==> src/rtl/cpu_host_pkg.sv <==
// Shared types and defaults for the CPU polled-I/O host port.
// host_latency gives the request-edge to first-rsp_valid distance for a given timing.
package cpu_host_pkg;

  typedef enum logic [2:0] {
    IDLE,
    X_HI,
    X_LO,
    Y_HI,
    Y_LO,
    R_HI,
    R_LO,
    RESP
  } host_state_t;

  localparam int HOST_HOLD_DEF = 5;
  localparam int HOST_GAP_DEF  = 10;

  function automatic int host_latency(input int hold, input int gap);
    return 5 * hold + gap + 1;
  endfunction

endpackage

==> src/rtl/phase_timer.sv <==
// Loadable down-counter that flags the final cycle of a phase.
// last is high while the count is 1; the count parks at 0 until the next load.
module phase_timer #(
  parameter int W = 4
) (
  input  logic         clk,
  input  logic         Reset,
  input  logic         load,
  input  logic [W-1:0] load_val,
  output logic         last
);

  logic [W-1:0] cnt;

  always_ff @(posedge clk) begin
    if (Reset) begin
      cnt <= '0;
    end else if (load) begin
      cnt <= load_val;
    end else if (cnt != '0) begin
      cnt <= cnt - 1'b1;
    end
  end

  assign last = (cnt == W'(1));

endmodule

==> src/rtl/cpu_host_port.sv <==
// Host initiator for the CPU polling loop: presents x then y with a four-phase readyIn
// handshake, captures the two CPU results and returns them over valid/ready.
module cpu_host_port
  import cpu_host_pkg::*;
#(
  parameter int N    = 8,
  parameter int HOLD = HOST_HOLD_DEF,
  parameter int GAP  = HOST_GAP_DEF
) (
  input  logic         clk,
  input  logic         Reset,
  input  logic         req_valid,
  output logic         req_ready,
  input  logic [N-1:0] req_x,
  input  logic [N-1:0] req_y,
  output logic [N:0]   inport,
  input  logic [N-1:0] outport,
  output logic         rsp_valid,
  input  logic         rsp_ready,
  output logic [N-1:0] rsp_x,
  output logic [N-1:0] rsp_y,
  output logic         busy
);

  localparam int MAXP = (HOLD > GAP) ? HOLD : GAP;
  localparam int CW   = $clog2(MAXP + 1);

  host_state_t   state, nxt;
  logic [N-1:0]  x_q, y_q;
  logic          load;
  logic [CW-1:0] load_val;
  logic          last;
  logic          req_fire;

  assign req_ready = (state == IDLE);
  assign rsp_valid = (state == RESP);
  assign busy      = (state != IDLE);
  assign req_fire  = req_valid & req_ready;

  phase_timer #(.W(CW)) u_timer (
    .clk      (clk),
    .Reset    (Reset),
    .load     (load),
    .load_val (load_val),
    .last     (last)
  );

  always_comb begin
    nxt      = state;
    load     = 1'b0;
    load_val = CW'(HOLD);
    case (state)
      IDLE: if (req_fire) begin nxt = X_HI; load = 1'b1; end
      X_HI: if (last) begin nxt = X_LO; load = 1'b1; end
      X_LO: if (last) begin nxt = Y_HI; load = 1'b1; end
      Y_HI: if (last) begin nxt = Y_LO; load = 1'b1; end
      Y_LO: if (last) begin nxt = R_HI; load = 1'b1; end
      R_HI: if (last) begin nxt = R_LO; load = 1'b1; load_val = CW'(GAP); end
      R_LO: if (last) nxt = RESP;
      RESP: if (rsp_ready) nxt = IDLE;
      default: nxt = IDLE;
    endcase
  end

  always_ff @(posedge clk) begin
    if (Reset) begin
      state <= IDLE;
      x_q   <= '0;
      y_q   <= '0;
      rsp_x <= '0;
      rsp_y <= '0;
    end else begin
      state <= nxt;
      if (req_fire) begin
        x_q <= req_x;
        y_q <= req_y;
      end
      if (state == Y_LO && last) rsp_x <= outport;
      if (state == R_HI && last) rsp_y <= outport;
    end
  end

  // In IDLE y_q is the last data driven (or 0 after reset), so it doubles as the hold value.
  always_comb begin
    case (state)
      X_HI:       inport = {1'b1, x_q};
      X_LO:       inport = {1'b0, x_q};
      Y_HI, R_HI: inport = {1'b1, y_q};
      default:    inport = {1'b0, y_q};
    endcase
  end

endmodule

==> config.mk <==
export PLATFORM = sky130hd
export DESIGN_NAME = cpu_host_port
export DESIGN_NICKNAME = d
export VERILOG_FILES = /design/src/rtl/cpu_host_pkg.sv /design/src/rtl/phase_timer.sv /design/src/rtl/cpu_host_port.sv
export SDC_FILE = /design/constraint.sdc
export NUM_CORES = 1
export LEC_CHECK = 0
export CORE_MARGIN = 3
export CORE_UTILIZATION = 49
export CTS_CLUSTER_DIAMETER = 150
export DETAILED_ROUTE_END_ITERATION = 16
export GPL_ROUTABILITY_DRIVEN = 0
export GPL_TIMING_DRIVEN = 0
export PLACE_DENSITY = 0.84
export SLEW_MARGIN = 40
export SYNTH_ARGS = -nofsm -noshare
export SYNTH_HDL_FRONTEND = slang
export SYNTH_SLANG_ARGS = --single-unit
==> constraint.sdc <==
create_clock -name clk -period 2.8 [get_ports clk]
set_input_delay 0.56 -clock clk [delete_from_list [all_inputs] [get_ports clk]]
set_output_delay 0.56 -clock clk [all_outputs]
set_load 0.01 [all_outputs]
After elaboration in Yosys (flattened, before gate mapping). Cells that the tools add are included.

Register bits after elaboration: 39.

Add/sub/neg operators: 1. Reduce and logical (&&, ||, !) cells: 9. Equal/unequal tests: 16. Muxes and demuxes: 17. Bitwise operators: 1.

Operators with widths (count): $pmux W9 S3 (1); $mux W3 (8); $pmux W3 S8 (1); $mux W4 (4); $eq A3 B3 Y1 const B (4); $ne A2 B2 Y1 const B (6); $reduce_and A8 Y1 (1); $eq A3 B2 Y1 const B (2); $reduce_or A5 Y1 (1); $eq A4 B1 Y1 const B (1); $ne A2 B1 Y1 const B (2); $reduce_bool A4 Y1 (1); $sub A4 B1 Y4 const B (1); $eq A3 B1 Y1 const B (1); $logic_not A3 Y1 (1); $reduce_bool A3 Y1 (1); $logic_and A1 B1 Y1 (2); $mux W1 (2); $pmux W1 S2 (1); $reduce_bool A2 Y1 (1); $reduce_or A2 Y1 (1); $and A1 B1 Y1 (1).

Depth between registers and ports, before layout. Gate-level depths: netlist of the first run.

Depth after elaboration: 5. Mapped depth: 7.

Modules after synthesis. From an unflattened synthesis of the first run, not the netlist that was laid out.

Cells, all modules: 214. Area, all modules: 1796.7 µm².

Modules (own cells, without submodules): cpu_host_port (cells an instance 187, area an instance 1550.2 µm², instances 1); phase_timer (cells an instance 27, area an instance 246.5 µm², instances 1).

Least setup slack after synthesis of the first run. Ideal clock, no wire load.

Path type: register -> output. Start: register state[1]. End: output port inport[0]. Setup slack: 0.875 ns. Arrival: 1.365 ns. Data required time: 2.240 ns. Cell stages (with the launch flop): 5. Cells stage by stage: dfxtp_1 > buf_2 > xnor2_1 > nor2_1 > mux2_2.

Cells in the longest elaborated chain, start to end: 3. Elaborated cells between the ends (all ways): 6. Those cells by class: 4 x eq/ne; 1 x mux; 1 x reduce/logical.

Ends and longest elaborated chain: from (decl) (line cpu_host_port.sv:28) `host_state_t state, nxt;`; from (signal assigned) (line cpu_host_port.sv:73) `state <= nxt;`; $eq A3 B3 Y1 / $eq A3 B2 Y1 (equally long branches) (line cpu_host_port.sv:85) `case (state)`; $reduce_or A2 Y1 (line cpu_host_port.sv:85); $pmux W9 S3 * (line cpu_host_port.sv:85); to (decl) (line cpu_host_port.sv:16) `output logic [N:0] inport,`.

Every way passes the cells marked *; elsewhere a longest branch is shown, timed or not.

Worst setup path after layout of the first run.
Start: register state[1]. End: output port inport[1].

The elaborated chain is that of the path after synthesis.

==> results of run 1 <==
==> logic make-up (layout without fill, tap and decap cells) <==
group | Yosys count | count (layout) | synth area share (%)
compound gates | 31 | 31 | 10.4
buf+inv | 19 | 82 | 5.22
flops | 39 | 39 | 45.3
fa+ha+maj | 3 | 3 | 2.18
simple gates | 77 | 77 | 20.4
xor+xnor | 4 | 4 | 2.03
mux | 24 | 24 | 14.5
==> path summary, 6_finish.rpt <==
| check | startpoint | end | slack (ns) | cells past startpoint |
|---|---|---|---|---|
| setup reg to reg | u_timer.cnt[0] | rsp_x[5] | 0.74 | 6 |
| hold reg to reg | y_q[7] | y_q[7] | 0.46 | 2 |
| setup / recovery | state[1] | inport[1] | 0.1 | 5 |
| hold / removal | y_q[7] | y_q[7] | 0.46 | 2 |
==> per-layer routing <==
metal  up-vias  GRT usage (%)  routed length [µm]
li1        798              -                   -
met1       739           25.7                1860
met2        36           32.9                1960
met3         5           7.35                 212
met4         0           8.81                  63
met5         -              0                   0
==> flip-flops by register name, indices dropped and copies added (netlist names) <==
register,count
rsp_x,8
rsp_y,8
x_q,8
y_q,8
u_timer.cnt,4
state,3
==> layout make-up <==
class / count / share of cell area, %
buffer: 14 / 3.07
tap: 44 / 2.29
clock buffer: 6 / 2.13
clock inverter: 1 / 0.208
multi-input combinational: 139 / 35.8
timing repair buffer: 56 / 23.3
inverter: 5 / 0.780
sequential: 39 / 32.5
==> metrics by stage <==
| step | cell area, µm² | hold slack (ns) | std cells |
|---|---|---|---|
| 4_1_cts | 2390 | 0.460 | 303 |
| 3_5_place_dp | 2330 | 0.443 | 296 |
| 6_report | 2410 | 0.462 | 304 |
| 5_1_grt | 2410 | 0.497 | 304 |
| 2_1_floorplan | 1720 | 0.433 | 197 |
| 3_3_place_gp | 2330 | 0.440 | 296 |
==> critical path, delay by kind of cell (launching register included) <==
family                 cells  cell delay, ns
XOR/XNOR                   1            0.16
AND/OR/NAND/NOR            1            0.27
flip-flops                 1            0.35
buffers and inverters      2            0.66
multiplexers               1            0.37
==> cells in the mapped netlist (all sizes together), types with 3 or more instances <==
cell and count:
a21oi 19, a31oi 3, and3 3, buf 5, clkbuf 9, dfxtp 39, ha 3, inv 5
mux2 8, mux2i 16, nand2 36, nand3 3, nor2 20, nor3 3, nor3b 3, o21ai 3
==> repair_timing <==
item / in CTS / in global routing
pin swaps: 0 / 1
endpoints found under the setup margin: 8 / 8
gates resized for setup: 2 / 4
buffers inserted: 0 / 1
hold endpoints to repair: 0 / 0
==> placed cells by master (no fill, tap or decap), types with 5 or more instances in the layout <==
cell type and instances:
a21oi_1 19, clkbuf_1 9, clkbuf_4 5, clkdlybuf4s50_1 54, dfxtp_1 38, inv_1 5, mux2_2 8, mux2i_1 16
nand2_1 36, nor2_1 19
==> power breakdown <==
part | internal (W) | switching, W | leakage, nW
sequential | 0.000621 | 0.0000540 | 0.318
clock | 0.000116 | 0.000175 | 0.0341
combinational | 0.000363 | 0.000337 | 0.619
==> impl_metrics.py, run 1 <==
metrics = {
    "routing": {
        "ant_nets": 0,
        "drtPass1Iterations": 4,
        "drt_iter0_drc": 84,
        "via_per_inst": 5.19,
        "avgRoutedWirePerCell_um": 13.5,
        "wirelength_mm": 4.10,
        "vias": 1578,
        "drc": 0,
    },
    "layout": {
        "seq_area_um2": 782,
        "final_core_util_pct": 75.2,
        "diodes": 0,
        "drive_above_1_share_pct": 9.62,
        "syn_to_final_growth_pct": 39.6,
        "nNetsFinal": 291,
        "multi_input_area_um2": 861,
        "nFillCells": 272,
    },
    "sta": {
        "finalSetupTns_ns": 0,
        "rsz0062_at_grt": "no",
        "min_period_over_period_pct": 96.4,
        "slew_viol_final": 0,
        "finalSetupViolations": 0,
        "fmaxAchievable_mhz": 370,
        "setup_slack_ns": 0.0996,
        "hold_viol_final": 0,
        "skew_ns": 0.00611,
        "fin_crit_ns": 2.70,
        "tightest_slew_ns": 0.706,
        "slew_headroom_pct": 52.9,
    },
    "power": {
        "ir_drop_mv": 0.322,
        "power-per-cell-area_mw_per_mm2": 692,
        "p_leak_nw": 0.971,
        "total_power_w": 0.00167,
    },
    "place": {
        "port_buffers": 55,
        "dp_hpwl_mm": 2.96,
        "dp_slack_ns": 0.120,
    },
    "critical_path": {
        "crit_path_start_kind": "flip-flop",
        "critPathKind": "flip-flop to primary output",
        "arrival_ns": 2.14,
        "crit_chain": "buf_4 -> xnor2_1 -> nor2_4 -> mux2_2 -> clkdlybuf4s50_1",
        "critPathRequiredTime_ns": 2.24,
        "critPathMaxStageDelay_ns": 0.49,
        "crit_fanout": 10,
        "slowest_stage": "clkdlybuf4s50_1",
        "end_kind": "primary output",
    },
    "clocking": {
        "htree_levels": 2,
        "hold_buffers": 0,
        "clk_pin_slew_ns": 0.11,
        "cts_root_buffer": "clkbuf_4",
        "cts_tree": "built",
        "insertion_delay_ns": 0.34,
        "cts_buffers": 5,
        "cts.path.max_buffers": 2,
        "numClockSinks": 39,
    },
    "floorplan": {
        "start_util_pct": 53.8,
        "ioPinCount": 56,
        "dieWidth_um": 65.3,
        "dieArea_mm2": 0.00427,
        "core_area_mm2": 0.00320,
        "fp.dieH_um": 65.3,
        "rows": 20,
    },
    "logic_synthesis": {
        "yosysTopAreaCellShare_pct": 45.3,
        "synth_nets": 228,
        "yosys-top-cells-area": "dfxtp_1 45%, mux2i_1 9.3%, nand2_1 7.8%",
        "synth.distinct_cells": 32,
        "syn_inst": 197,
        "synth_edf_count": 0,
        "avgSynthCellArea_um2": 8.75,
        "async_flop_share_pct": 0,
        "netlist_area_mm2": 0.00172,
        "yosys_warnings": 0,
        "synth_top_area_cell": "dfxtp_1",
        "ys.flop_type": "dfxtp_1",
        "synth_seq_cells": 39,
        "seq_area_frac_synth_pct": 45.3,
    },
    "global_route": {
        "grt-ovfl-total": 0,
        "grt_max_degree": 12,
        "grt_pass1_wl_mm": 6.89,
        "grt_use_total_pct": 20.9,
        "antenna_found_initial": 0,
        "grt_pass1_vias": 1525,
    },
    "run_status": {
        "status": "complete, no violations",
    },
    "hold_path": {
        "hold_path_class": "flip-flop to flip-flop",
    },
    "job": {
        "maxCapViolCount": 0,
    },
}
No activity file was read; power rests on OpenSTA's default activity.
==> inputs of run 2 (changes only) <==
--- a/config.mk
+++ b/config.mk
@@ -12,7 +12,7 @@
 export GPL_ROUTABILITY_DRIVEN = 0
 export GPL_TIMING_DRIVEN = 0
 export PLACE_DENSITY = 0.84
-export SLEW_MARGIN = 40
+export SLEW_MARGIN = 20
 export SYNTH_ARGS = -nofsm -noshare
 export SYNTH_HDL_FRONTEND = slang
 export SYNTH_SLANG_ARGS = --single-unit
==> results of run 2 <==
Final layout, timing and power as in run 1 (identical DEF).
==> inputs of run 3 (changes only) <==
--- a/config.mk
+++ b/config.mk
@@ -12,6 +12,7 @@
 export GPL_ROUTABILITY_DRIVEN = 0
 export GPL_TIMING_DRIVEN = 0
 export PLACE_DENSITY = 0.84
+export REMOVE_ABC_BUFFERS = 1
 export SLEW_MARGIN = 20
 export SYNTH_ARGS = -nofsm -noshare
 export SYNTH_HDL_FRONTEND = slang
==> impl_metrics.py, run 3 (synthesized netlist as in run 1, its figures left out) <==
metrics = {
    "clocking": {
        "cts_root_buffer": "clkbuf_4",
        "cts.path.max_buffers": 2,
        "cts_buffers": 5,
        "cts_repair_resize_count": 3,
        "numClockSinks": 39,
        "insertion_delay_ns": 0.35,
        "clk_pin_slew_ns": 0.11,
        "cts_tree": "built",
        "htree_levels": 2,
        "hold_buffers": 0,
        "post-cts-setup-buffers": 0,
    },
    "critical_path": {
        "arrival_ns": 2.06,
        "critPathRequiredTime_ns": 2.24,
        "crit_fanout": 14,
        "cp_top_family": "buffers and inverters",
        "end_kind": "primary output",
        "crit_chain": "xnor2_1 -> nor2_4 -> mux2_2 -> clkdlybuf4s50_1",
        "crit_path_start_kind": "flip-flop",
        "critPathKind": "flip-flop to primary output",
        "critPathMaxStageDelay_ns": 0.49,
        "cp.buffers_inverters": 1,
        "slowest_stage": "clkdlybuf4s50_1",
    },
    "floorplan": {
        "start_util_pct": 53.8,
        "rows": 20,
        "dieArea_mm2": 0.00427,
        "ioPinCount": 56,
        "fp.dieH_um": 65.3,
        "core_area_mm2": 0.00320,
        "dieWidth_um": 65.3,
    },
    "layout": {
        "syn_to_final_growth_pct": 34.2,
        "fin_cells": 290,
        "nFillCells": 269,
        "nNetsFinal": 276,
        "layout_common_cells": "54 x clkdlybuf4s50_1, 37 x dfxtp_1, 36 x nand2_1, 19 x a21oi_1, 19 x nor2_1",
        "final_core_util_pct": 72.2,
        "diodes": 0,
        "drive_above_1_share_pct": 8.13,
        "final_common_cell": "clkdlybuf4s50_1",
    },
    "sta": {
        "skew_ns": 0.00463,
        "setup_slack_ns": 0.175,
        "tightest_slew_ns": 0.708,
        "finalSetupTns_ns": 0,
        "finalSetupViolations": 0,
        "hold_viol_final": 0,
        "rsz0062_at_grt": "no",
        "slew_headroom_pct": 52.8,
        "slew_viol_final": 0,
        "fmaxAchievable_mhz": 381,
        "min_period_over_period_pct": 93.7,
        "fin_crit_ns": 2.62,
    },
    "routing": {
        "drt_iter0_drc": 109,
        "drtPass1Iterations": 4,
        "drc": 0,
        "avgRoutedWirePerCell_um": 13.5,
        "via_per_inst": 5.23,
        "wirelength_mm": 3.93,
        "ant_nets": 0,
        "vias": 1518,
    },
    "global_route": {
        "use_met2_pct": 29.3,
        "grt-ovfl-total": 0,
        "use_met1_pct": 22.4,
        "grt_pass1_wl_mm": 6.27,
        "busiest_layer": "met2",
        "grt_max_degree": 40,
        "grt_use_total_pct": 18.9,
        "use_met3_pct": 8.55,
        "grt_pass1_vias": 1425,
        "antenna_found_initial": 0,
    },
    "power": {
        "power-per-cell-area_mw_per_mm2": 690,
        "p_int_w": 0.00104,
        "pwr-share-comb_pct": 38.4,
        "p_clk_share_pct": 17.4,
        "total_power_w": 0.00160,
        "p_leak_nw": 0.908,
        "p_sw_w": 0.000555,
        "seq_power_share_pct": 44.2,
        "ir_drop_mv": 0.416,
        "p_sw_share_pct": 34.7,
    },
    "place": {
        "dp_slack_ns": 0.127,
        "dp_cells": 282,
        "port_buffers": 55,
        "dp_hpwl_mm": 2.75,
    },
    "job": {
        "maxCapViolCount": 0,
    },
    "run_status": {
        "status": "complete, no violations",
    },
    "hold_path": {
        "hold_path_class": "flip-flop to flip-flop",
    },
}
-- run 3: cell count changes in the layout (fill, tap and decap cells not counted), sizes merged --
cell and change:
clkbuf -8, buf -5, dlymetal6s2s -1
-- run 3: final timing paths --
check	startpoint	cells past startpoint	end	slack, ns
worst min-delay path	y_q[3]	2	y_q[3]	0.46
worst max-delay path	state[0]	4	inport[0]	0.18
worst min register to register	y_q[3]	2	y_q[3]	0.46
worst max register to register	u_timer.cnt[0]	5	rsp_x[5]	0.63
-- run 3: worst reg2reg max path, stage by stage, from the launching register on --
cell and delay [ns]:
dfxtp_1 0.43, ha_1 0.22, nor3b_1 0.48, nand3_1 0.55, mux2i_1 0.31, nor2_1 0.06
-- run 3: power by group through the flow --
stage | Clock [W] | Sequential [W] | Combinational (W)
after floorplan | 0 | 0.000692 | 0.000405
after CTS | 0.000290 | 0.000703 | 0.000619
after global placement | 0 | 0.000710 | 0.000597
after detailed placement | 0 | 0.000714 | 0.000611
after global routing | 0.000317 | 0.000720 | 0.000679
final | 0.000279 | 0.000705 | 0.000613
-- run 3: final cells by class --
type / count / area (µm²) / share of cell area [%]
tap: 44 / 55.1 / 2.38
clock inverter: 1 / 5.00 / 0.216
multi-input combinational: 139 / 861 / 37.2
timing repair buffer: 55 / 546 / 23.6
sequential: 39 / 783 / 33.9
clock buffer: 7 / 45.0 / 1.95
inverter: 5 / 18.8 / 0.811
-- run 3: through the flow --
stage / instance area, µm² / hold slack [ns]
after floorplan: 1650 / 0.427
after global placement: 2260 / 0.439
after detailed placement: 2250 / 0.446
after CTS: 2310 / 0.461
after global routing: 2310 / 0.485
final: 2310 / 0.461
-- run 3: metal layers --
| metal | wire length, µm | vias up |
|---|---|---|
| met5 | 0 | - |
| met4 | 64 | 0 |
| met3 | 315 | 7 |
| met2 | 1780 | 43 |
| met1 | 1770 | 708 |
| li1 | - | 760 |
